--- src/rtl/instr_fetch_queue_if.sv ---
// Fetch-to-decode bundle for instr_fetch_queue.
// slave  : the queue itself (consumes fetch data and dec_take, drives decode slots).
// master : the surrounding fetch/decode logic, or a testbench standing in for it.
interface instr_fetch_queue_if #(
   parameter int DEPTH  = 8,
   parameter int DATA_W = 32,
   parameter int PC_W   = 64
);
   // Fetch side: one SRAM return per cycle, holding one or two instructions.
   logic                   fetch_valid;
   logic                   fetch_two;
   logic [PC_W-1:0]        fetch_pc;
   logic [DATA_W-1:0]      fetch_instr0;
   logic [DATA_W-1:0]      fetch_instr1;
   logic                   fetch_ready;
   logic                   flush;

   // Decode side: two oldest entries, consumed through dec_take.
   logic                   dec_valid0;
   logic                   dec_valid1;
   logic [DATA_W-1:0]      dec_instr0;
   logic [DATA_W-1:0]      dec_instr1;
   logic [PC_W-1:0]        dec_pc0;
   logic [PC_W-1:0]        dec_pc1;
   logic [1:0]             dec_take;

   // Status.
   logic [$clog2(DEPTH):0] count;
   logic                   overflow_err;

   modport slave (
      input  fetch_valid, fetch_two, fetch_pc, fetch_instr0, fetch_instr1, flush, dec_take,
      output fetch_ready, dec_valid0, dec_valid1, dec_instr0, dec_instr1,
             dec_pc0, dec_pc1, count, overflow_err
   );

   modport master (
      output fetch_valid, fetch_two, fetch_pc, fetch_instr0, fetch_instr1, flush, dec_take,
      input  fetch_ready, dec_valid0, dec_valid1, dec_instr0, dec_instr1,
             dec_pc0, dec_pc1, count, overflow_err
   );
endinterface

--- src/rtl/instr_fetch_queue.sv ---
// Dual-issue instruction fetch buffer.
// Captures the instruction pair returned by the instruction SRAM each cycle,
// holds it in a DEPTH-entry circular queue of {pc, instr}, and presents the
// two oldest entries to decode. Decode consumes 0..2 per cycle via dec_take.
// fetch_ready throttles fetch so that one pair in flight plus the pair
// arriving now always fits. flush drops everything buffered and incoming.
//
// Optional macro IFB_BYPASS_EN: when the queue is empty, incoming data is
// forwarded to the decode slots in the same cycle; whatever decode takes is
// never written, the remainder is enqueued. Undefined: 1-cycle latency always.
module instr_fetch_queue #(
   parameter int DEPTH  = 8,
   parameter int DATA_W = 32,
   parameter int PC_W   = 64
) (
   input logic                clk,
   input logic                rst,
   instr_fetch_queue_if.slave ifq
);

   localparam int AW = $clog2(DEPTH);
   localparam int CW = AW + 1;
   // One extra bit so DEPTH - count + popped never wraps.
   localparam int FW = CW + 1;

   // Storage: not reset, only pointers and count define validity.
   logic [PC_W-1:0]   pc_mem_q    [DEPTH];
   logic [DATA_W-1:0] instr_mem_q [DEPTH];

   logic [AW-1:0] rd_ptr_q, rd_ptr_d;
   logic [AW-1:0] wr_ptr_q, wr_ptr_d;
   logic [CW-1:0] count_q,  count_d;
   logic          ovf_q,    ovf_d;

   // Incoming entries in program order: e0 = (fetch_pc, instr0), e1 = (fetch_pc+4, instr1).
   logic [PC_W-1:0] fetch_pc1;
   logic            in_valid;
   logic [1:0]      in_req;
   logic            byp_active;

   logic [1:0]      q_avail;
   logic [1:0]      take_lim;
   logic [1:0]      take_eff;
   logic [1:0]      pop_n;
   logic [1:0]      skip_n;
   logic [1:0]      wr_req;
   logic [FW-1:0]   free_slots;
   logic [1:0]      push_n;
   logic            ovf_hit;

   logic            we0, we1;
   logic [AW-1:0]   waddr0, waddr1;
   logic [PC_W-1:0] wpc0;
   logic [DATA_W-1:0] winstr0;

   logic [AW-1:0]   head1_ptr;

   assign fetch_pc1 = ifq.fetch_pc + PC_W'(4);
   assign in_valid  = ifq.fetch_valid && !ifq.flush;
   assign in_req    = in_valid ? (ifq.fetch_two ? 2'd2 : 2'd1) : 2'd0;

`ifdef IFB_BYPASS_EN
   assign byp_active = in_valid && (count_q == '0);
`else
   assign byp_active = 1'b0;
`endif

   // Pop/push bookkeeping: clamp dec_take, split it between queue and bypass,
   // and trim the push to the free space, noting any overflow.
   always_comb begin
      q_avail    = (count_q >= CW'(2)) ? 2'd2 : count_q[1:0];
      take_lim   = byp_active ? in_req : q_avail;
      take_eff   = (ifq.dec_take > take_lim) ? take_lim : ifq.dec_take;
      pop_n      = byp_active ? 2'd0 : take_eff;
      skip_n     = byp_active ? take_eff : 2'd0;
      wr_req     = in_req - skip_n;
      free_slots = FW'(DEPTH) - FW'(count_q) + FW'(pop_n);
      ovf_hit    = FW'(wr_req) > free_slots;
      push_n     = ovf_hit ? free_slots[1:0] : wr_req;
   end

   // Write-port steering: the first written entry is e1 when decode took e0 via bypass.
   always_comb begin
      waddr0  = wr_ptr_q;
      waddr1  = wr_ptr_q + AW'(1);
      we0     = !rst && (push_n != 2'd0);
      we1     = !rst && (push_n == 2'd2);
      wpc0    = ifq.fetch_pc;
      winstr0 = ifq.fetch_instr0;
      if (skip_n != 2'd0) begin
         wpc0    = fetch_pc1;
         winstr0 = ifq.fetch_instr1;
      end
   end

   // Next pointer/count/error state; flush overrides normal traffic.
   always_comb begin
      rd_ptr_d = rd_ptr_q + AW'(pop_n);
      wr_ptr_d = wr_ptr_q + AW'(push_n);
      count_d  = count_q - CW'(pop_n) + CW'(push_n);
      ovf_d    = ovf_q | ovf_hit;
      if (ifq.flush) begin
         rd_ptr_d = wr_ptr_q;
         wr_ptr_d = wr_ptr_q;
         count_d  = '0;
         ovf_d    = ovf_q;
      end
   end

   // Control state registers with synchronous reset.
   always_ff @(posedge clk) begin
      if (rst) begin
         rd_ptr_q <= '0;
         wr_ptr_q <= '0;
         count_q  <= '0;
         ovf_q    <= 1'b0;
      end else begin
         rd_ptr_q <= rd_ptr_d;
         wr_ptr_q <= wr_ptr_d;
         count_q  <= count_d;
         ovf_q    <= ovf_d;
      end
   end

   // Queue storage write ports (two per cycle, consecutive slots).
   always_ff @(posedge clk) begin
      if (we0) begin
         pc_mem_q[waddr0]    <= wpc0;
         instr_mem_q[waddr0] <= winstr0;
      end
      if (we1) begin
         pc_mem_q[waddr1]    <= fetch_pc1;
         instr_mem_q[waddr1] <= ifq.fetch_instr1;
      end
   end

   assign head1_ptr = rd_ptr_q + AW'(1);

   // Decode slots: head and head+1, or the incoming pair when bypassing.
   always_comb begin
      ifq.dec_valid0 = (count_q >= CW'(1));
      ifq.dec_valid1 = (count_q >= CW'(2));
      ifq.dec_instr0 = instr_mem_q[rd_ptr_q];
      ifq.dec_pc0    = pc_mem_q[rd_ptr_q];
      ifq.dec_instr1 = instr_mem_q[head1_ptr];
      ifq.dec_pc1    = pc_mem_q[head1_ptr];
      if (byp_active) begin
         ifq.dec_valid0 = 1'b1;
         ifq.dec_valid1 = ifq.fetch_two;
         ifq.dec_instr0 = ifq.fetch_instr0;
         ifq.dec_pc0    = ifq.fetch_pc;
         ifq.dec_instr1 = ifq.fetch_instr1;
         ifq.dec_pc1    = fetch_pc1;
      end
   end

   assign ifq.fetch_ready  = (count_q <= CW'(DEPTH - 4));
   assign ifq.count        = count_q;
   assign ifq.overflow_err = ovf_q;

endmodule

--- src/flat_wrapper.sv ---
// flat-port wrapper written by rule: the top's interface ports become plain ports
module instr_fetch_queue_flat 
#(
   parameter int DEPTH  = 8,
   parameter int DATA_W = 32,
   parameter int PC_W   = 64
)
  (clk, rst, ifq_fetch_valid, ifq_fetch_two, ifq_fetch_pc, ifq_fetch_instr0, ifq_fetch_instr1, ifq_flush, ifq_dec_take, ifq_fetch_ready, ifq_dec_valid0, ifq_dec_valid1, ifq_dec_instr0, ifq_dec_instr1, ifq_dec_pc0, ifq_dec_pc1, ifq_count, ifq_overflow_err);
  instr_fetch_queue_if #(.DEPTH(DEPTH), .DATA_W(DATA_W), .PC_W(PC_W)) ifq_i ();
  input logic clk;
  input logic rst;
  input wire logic [$bits(ifq_i.fetch_valid)-1:0] ifq_fetch_valid;
  input wire logic [$bits(ifq_i.fetch_two)-1:0] ifq_fetch_two;
  input wire logic [$bits(ifq_i.fetch_pc)-1:0] ifq_fetch_pc;
  input wire logic [$bits(ifq_i.fetch_instr0)-1:0] ifq_fetch_instr0;
  input wire logic [$bits(ifq_i.fetch_instr1)-1:0] ifq_fetch_instr1;
  input wire logic [$bits(ifq_i.flush)-1:0] ifq_flush;
  input wire logic [$bits(ifq_i.dec_take)-1:0] ifq_dec_take;
  output wire logic [$bits(ifq_i.fetch_ready)-1:0] ifq_fetch_ready;
  output wire logic [$bits(ifq_i.dec_valid0)-1:0] ifq_dec_valid0;
  output wire logic [$bits(ifq_i.dec_valid1)-1:0] ifq_dec_valid1;
  output wire logic [$bits(ifq_i.dec_instr0)-1:0] ifq_dec_instr0;
  output wire logic [$bits(ifq_i.dec_instr1)-1:0] ifq_dec_instr1;
  output wire logic [$bits(ifq_i.dec_pc0)-1:0] ifq_dec_pc0;
  output wire logic [$bits(ifq_i.dec_pc1)-1:0] ifq_dec_pc1;
  output wire logic [$bits(ifq_i.count)-1:0] ifq_count;
  output wire logic [$bits(ifq_i.overflow_err)-1:0] ifq_overflow_err;
  assign ifq_i.fetch_valid = ifq_fetch_valid;
  assign ifq_i.fetch_two = ifq_fetch_two;
  assign ifq_i.fetch_pc = ifq_fetch_pc;
  assign ifq_i.fetch_instr0 = ifq_fetch_instr0;
  assign ifq_i.fetch_instr1 = ifq_fetch_instr1;
  assign ifq_i.flush = ifq_flush;
  assign ifq_i.dec_take = ifq_dec_take;
  assign ifq_fetch_ready = ifq_i.fetch_ready;
  assign ifq_dec_valid0 = ifq_i.dec_valid0;
  assign ifq_dec_valid1 = ifq_i.dec_valid1;
  assign ifq_dec_instr0 = ifq_i.dec_instr0;
  assign ifq_dec_instr1 = ifq_i.dec_instr1;
  assign ifq_dec_pc0 = ifq_i.dec_pc0;
  assign ifq_dec_pc1 = ifq_i.dec_pc1;
  assign ifq_count = ifq_i.count;
  assign ifq_overflow_err = ifq_i.overflow_err;
  instr_fetch_queue #(.DEPTH(DEPTH), .DATA_W(DATA_W), .PC_W(PC_W)) u_core (.clk(clk), .rst(rst), .ifq(ifq_i));
endmodule
--- config.mk ---
export PLATFORM = sky130hd
export DESIGN_NAME = instr_fetch_queue_flat
export DESIGN_NICKNAME = d
export VERILOG_FILES = /design/src/rtl/instr_fetch_queue_if.sv /design/src/rtl/instr_fetch_queue.sv /design/src/flat_wrapper.sv
export SDC_FILE = /design/constraint.sdc
export NUM_CORES = 2
export LEC_CHECK = 0
export CORE_ASPECT_RATIO = 0.5
export CORE_MARGIN = 1
export CORE_UTILIZATION = 54
export CTS_CLUSTER_DIAMETER = 100
export DETAILED_ROUTE_END_ITERATION = 8
export HOLD_SLACK_MARGIN = 0.1
export PLACE_DENSITY = 0.77
export RECOVER_POWER = 100
export SLEW_MARGIN = 20
export SYNTH_ARGS = -nofsm -noshare
export SYNTH_HDL_FRONTEND = slang
export SYNTH_SLANG_ARGS = --single-unit
--- constraint.sdc ---
create_clock -name clk -period 14.16 [get_ports clk]
set_input_delay 4.248 -clock clk [delete_from_list [all_inputs] [get_ports clk]]
set_output_delay 4.248 -clock clk [all_outputs]
set_load 0.05 [all_outputs]
# Word level (Yosys, flattened, before mapping)
# Memories as Yosys holds them, arrays and structs flattened. A register that Yosys moved wholly into a read port is not among the register bits.
# Cells that the tools add are included.
# Widths: inputs -> output; s select.
[op_classes]
n_eq_ne = 1
bitwise_logic = 1
addsub = 9
mux = 12
magnitude_cmp = 5
n_reduce_logical = 7
[ops]
columns = ["op", "n"]
rows = [
  ["$add 64x3->64 const B", 1],
  ["$mux 2", 5],
  ["$mux 3", 3],
  ["$add 3x1->3 const B", 2],
  ["$add 3x2->3", 2],
  ["$add 5x2->5", 1],
  ["$gt 2x5->1", 1],
  ["$sub 4x4->5 const A", 1],
  ["$add 4x2->4", 1],
  ["$ge 4x1->1 const B", 1],
  ["$ge 4x2->1 const B", 1],
  ["$le 4x3->1 const B", 1],
  ["$mux 1", 4],
  ["$sub 4x2->4", 1],
  ["$logic_and 1x1->1", 3],
  ["$eq 2x2->1 const B", 1],
  ["$gt 2x2->1", 1],
  ["$logic_not 1->1", 2],
  ["$reduce_bool 2->1", 1],
  ["$reduce_or 2->1", 1],
  ["$or 1x1->1", 1],
]
[word_totals]
n_memories = 2
ramBits = 768
reg_bits = 11
elab_cells = 41
[mem_list]
columns = ["memory", "depth", "word_bits", "read_ports", "rd_ports_with_merged_regs", "write_ports", "line_no", "text"]
rows = [
  ["u_core.pc_mem_q", 8, 64, 2, 1, 2, "instr_fetch_queue.sv:27", "logic [PC_W-1:0] pc_mem_q [DEPTH];"],
  ["u_core.instr_mem_q", 8, 32, 2, 1, 2, "instr_fetch_queue.sv:28", "logic [DATA_W-1:0] instr_mem_q [DEPTH];"],
]

# Longest topological paths before layout
[logic_depth]
depth_word = 11
mapped_depth = 26
mapped_depth_nobuf = 25

# Least setup slack after synthesis
# OpenSTA, ideal clock, no wires.
[synth_path]
path_type = "input-to-reg"
from = "in ifq_dec_take[0]"
to = "mem u_core.instr_mem_q[6][0], enable pin"
slack_ns = -0.817
cell_stages = 14
arrival_ns = 14.286
path_buffers = 1
required_ns = 13.469
path_cell_list = "inv_1 ha_1 inv_1 o22ai_1 a221oi_1 ha_1 fa_1 ha_1 nor2b_1 o21ai_0 nor4_4 buf_2 o21ai_0 o31ai_1"
[synth_lines]
columns = ["item", "line_no", "text"]
rows = [
  ["from (decl)", "flat_wrapper.sv:18", "input wire logic [$bits(ifq_i.dec_take)-1:0] ifq_dec_take;"],
  ["to (decl)", "instr_fetch_queue.sv:28", ""],
]

==> metrics.md <==
| Metric | Value |
|---|---|
| Status | `complete, but fails checks` |
| Failing checks | `design-rule violations, max-capacitance violations, max-slew violations` |
| Largest driver fanout on the critical path | `32` |
| Required @ worst endpoint | `14.42 ns` |
| CTS Buffer Depth | `3` |
| Final hold viol count | `0` |
| Clock buffer count from CTS | `75` |
| TritonCTS clock tree | `yes` |
| Fraction of layout cells with a size suffix above 1 | `19.47%` |
| Antenna violations before repair | `7` |
| Adder-cell share of the synthesized area | `0.7189%` |
| Number of nets in the layout | `4,093` |
| Total count of max-transition violations in the final report | `684` |
| Clock input transition at the sequential cells of the worst setup and hold paths | `0.06 ns` |
| Site Rows | `76` |
| Setup fix buffers added after clock tree synthesis | `0` |
| Post-layout instance area | `0.05322 mm^2` |
| Total of max-cap violations | `21` |
| Violation count after the first detailed-routing iteration | `4,327` |
| Average size of a mapped cell | `12.29 um^2` |
| Area share of xor/xnor cells in the synthesized design | `8.294%` |
| Vias in the first global route | `33,096` |
| Vertical extent of the die | `210.6 um` |
| Clock Sink Count | `779` |
| Count of cells resized by post-cts repair | `0` |
| Largest stage delay on the critical path | `1.81 ns` |
| Aggregate global routing overflow | `0` |
| Async set-or-reset flop fraction in the synthesized netlist | `0%` |
| Mapped cell area | `0.04699 mm^2` |
| Highest-count cells in the layout ignoring fill and taps | `1,079 x sky130_fd_sc_hd__nand2_1, 768 x sky130_fd_sc_hd__edfxtp_1, 384 x sky130_fd_sc_hd__mux4_2` |
| Routed vias/inst | `6.401` |
| Pin count of the biggest net entering global routing | `97` |
| Tightest Hold Check Type | `reg2reg` |
| Half-perimeter wire length after placement | `84.34 mm` |
| Clock period minus final worst setup slack | `11.71 ns` |
| CTS HTree Levels | `3` |
| Number of storage elements in the synthesis netlist | `779` |
| Syn-to-layout area delta | `13.25%` |
| Part of the Yosys area used for sequential elements | `49.54%` |
| Power density of the placed cells | `192.6 mW/mm^2` |
| Worst-Margin Slew | `2.881 ns` |
| Unique cell type count in the Yosys netlist | `54` |
| Mux contribution to synthesized area | `23.52%` |
| Post-route clock period utilization | `82.72%` |
| Util after Layout | `61.77%` |
| Kind of start point of the critical path | `input pin` |
| Post-Route WL | `141.1 mm` |
| Sequential cell area | `0.02329 mm^2` |
| Filler cell count in the final layout | `6,364` |
| Critical Path AT | `11.98 ns` |
| Hold-fix buffers at CTS | `0` |
| Type of the worst setup path | `in2reg` |
| Pre-Repair DR Iteration Count | `8` |
| Most used DFF post-synth | `sky130_fd_sc_hd__edfxtp_1` |
| Clk_lat worst skew | `0.64 ns` |
| Leakage dissipation | `0.01769 uW` |
| Synth Area in Simple Gates | `12.98%` |
| Number of nets with antenna violations after detailed routing | `0` |
| Most frequent standard cell in the layout excluding fill and tap cells | `sky130_fd_sc_hd__nand2_1` |
| Top-level port count | `335` |
| Drt drc | `4` |
| Final setup fails | `0` |
| Starting density of the core | `54.55%` |
| Routed length per instance | `27.29 um` |
| Number of port buffers | `334` |
| CP cell instances | `dlygate4sd3_1 -> inv_1 -> ha_1 -> inv_1 -> o22ai_1 -> a221oi_1 -> ha_1 -> fa_1 -> ha_1 -> nor2b_1 -> o21ai_0 -> nor4_4 -> clkbuf_1 -> o21ai_0 -> clkbuf_1 -> o31ai_4 -> clkbuf_1 -> buf_4` |
| Critical Path Slowest Stage Cell | `sky130_fd_sc_hd__clkbuf_1` |
| Post-synth net total | `3,982` |
| Worst slew margin relative to its limit | `-92.31%` |
| Number of synthesized flops with an enable pin | `768` |
| Peak clock frequency supported by timing | `85.37 MHz` |
| Dominant combinational cell family by area after synthesis | `multiplexers` |
| Setup skew after layout | `0.01601 ns` |
| Global Route Usage Sum | `31.66%` |
| CTS Root Buffer Type | `sky130_fd_sc_hd__clkbuf_16` |
| Capturing element type of the critical path | `flip-flop` |
| Core Area | `0.08615 mm^2` |
| Die Width | `419.2 um` |
| Cells after Synth | `3,823` |
| Synthesized-area fraction occupied by ao, oa, aoi and oai cells | `0.9585%` |
| Syn. warnings | `0` |
| Area of the die | `0.08828 mm^2` |
| Total number of vias | `33,089` |
| Unrepaired setup endpoints after global routing | `false` |
| Multi-input combinational cell area | `0.02193 mm^2` |
| First-pass GRT wire length | `206.5 mm` |
| Peak supply drop | `0.1633 mV` |
| Cell area after placement | `0.05088 mm^2` |
| Routability congestion estimate | `0.8783` |
## per-layer routing
layer  global-route usage, %  share of wire (%)
met3                   5.505                 11
met2                   52.12                 49
met1                   41.21                 36
met4                   14.75                4.7
met5                       0                  0
## power breakdown
group          total [uW]  switching [uW]  leakage [uW]  internal [uW]
Combinational        5240            3160       0.00944           2080
Clock                2130             897       0.00123           1230
Sequential           2880             131       0.00702           2750
Total               10300            4190        0.0177           6060
## path summary, 6_finish.rpt
| path | startpoint | end | slack [ns] | cells past startpoint |
|---|---|---|---|---|
| worst max-delay path | ifq_dec_take[0] | u_core.pc_mem_q[0][50]$_DFFE_PP_ | 2.45 | 18 |
| worst min-delay path | u_core.waddr0[2]$_SDFFE_PP0N_ | u_core.waddr0[2]$_SDFFE_PP0N_ | 0.58 | 2 |
| worst max register to register | u_core.ifq.count[2]$_SDFF_PP0_ | u_core.pc_mem_q[0][50]$_DFFE_PP_ | 5.41 | 21 |
| worst min register to register | u_core.waddr0[2]$_SDFFE_PP0N_ | u_core.waddr0[2]$_SDFFE_PP0N_ | 0.58 | 2 |
## kinds of logic after synthesis
kind of cell / Yosys count
XOR/XNOR: 445
adder cells (fa/ha/maj): 24
buffers and inverters: 401
AO/OA/AOI/OAI: 83
AND/OR/NAND/NOR: 1492
multiplexers: 599
flip-flops: 779
## cells in the mapped netlist (all sizes together), types with 2 or more instances
library cell / n / area, um^2
a21oi: 7 / 35.03
a221oi: 2 / 17.52
and2: 3 / 18.77
and3: 8 / 50.05
and3b: 2 / 17.52
and4: 2 / 17.52
buf: 192 / 1086
clkbuf: 177 / 664.4
dfxtp: 11 / 220.2
edfxtp: 768 / 23060
fa: 5 / 100.1
ha: 19 / 237.7
inv: 32 / 120.1
mux2: 202 / 2275
mux2i: 13 / 130.1
mux4: 384 / 8648
nand2: 1079 / 4050
nand2b: 3 / 18.77
nand3: 53 / 302.8
nand4: 20 / 143.9
nor2: 253 / 952.2
nor2b: 4 / 25.02
nor3: 30 / 170.2
nor3b: 3 / 27.52
nor4: 11 / 150.1
o21ai: 64 / 320.3
o31ai: 4 / 30.03
or2: 5 / 31.28
or3: 9 / 56.30
or4: 2 / 18.77
xnor2: 262 / 2295
xor2: 183 / 1603
## metrics by stage
stage | TNS, ns | setup slack, ns | instances | power (uW) | hold slack (ns)
after floorplan | -400.25 | -0.8172 | 3823 | 6736 | 0.5191
after global placement | 0 | 3.600 | 5023 | 8236 | 0.5503
after detailed placement | 0 | 3.753 | 5026 | 8299 | 0.5615
after CTS | 0 | 4.340 | 5159 | 10410 | 0.5791
after global routing | 0 | 2.055 | 5167 | 10540 | 0.6022
final | 0 | 2.446 | 5169 | 10250 | 0.5806
## sequential cells by signal (all words and copies together) (netlist names)
name                     cells
u_core.instr_mem_q         256
u_core.waddr0                3
u_core.ifq.count             4
u_core.pc_mem_q            512
u_core.rd_ptr_q              3
u_core.ifq.overflow_err      1
## critical path: cells and delay by family
kind / cells / cell delay (ns)
compound gates: 5 / 1.16
fa+ha+maj: 4 / 1.47
buf+inv: 7 / 4.73
simple gates: 2 / 0.27
## layout make-up
cell class | count | area share [%]
Antenna cell | 9 | 0.04232
Timing Repair Buffer | 403 | 7.269
Multi-Input combinational cell | 2643 | 41.22
Sequential cell | 779 | 43.76
Inverter | 32 | 0.2257
Tap cell | 1170 | 2.751
Clock inverter | 37 | 0.7829
Clock buffer | 96 | 3.952
Note: power is estimated with default switching activity, not from simulation.
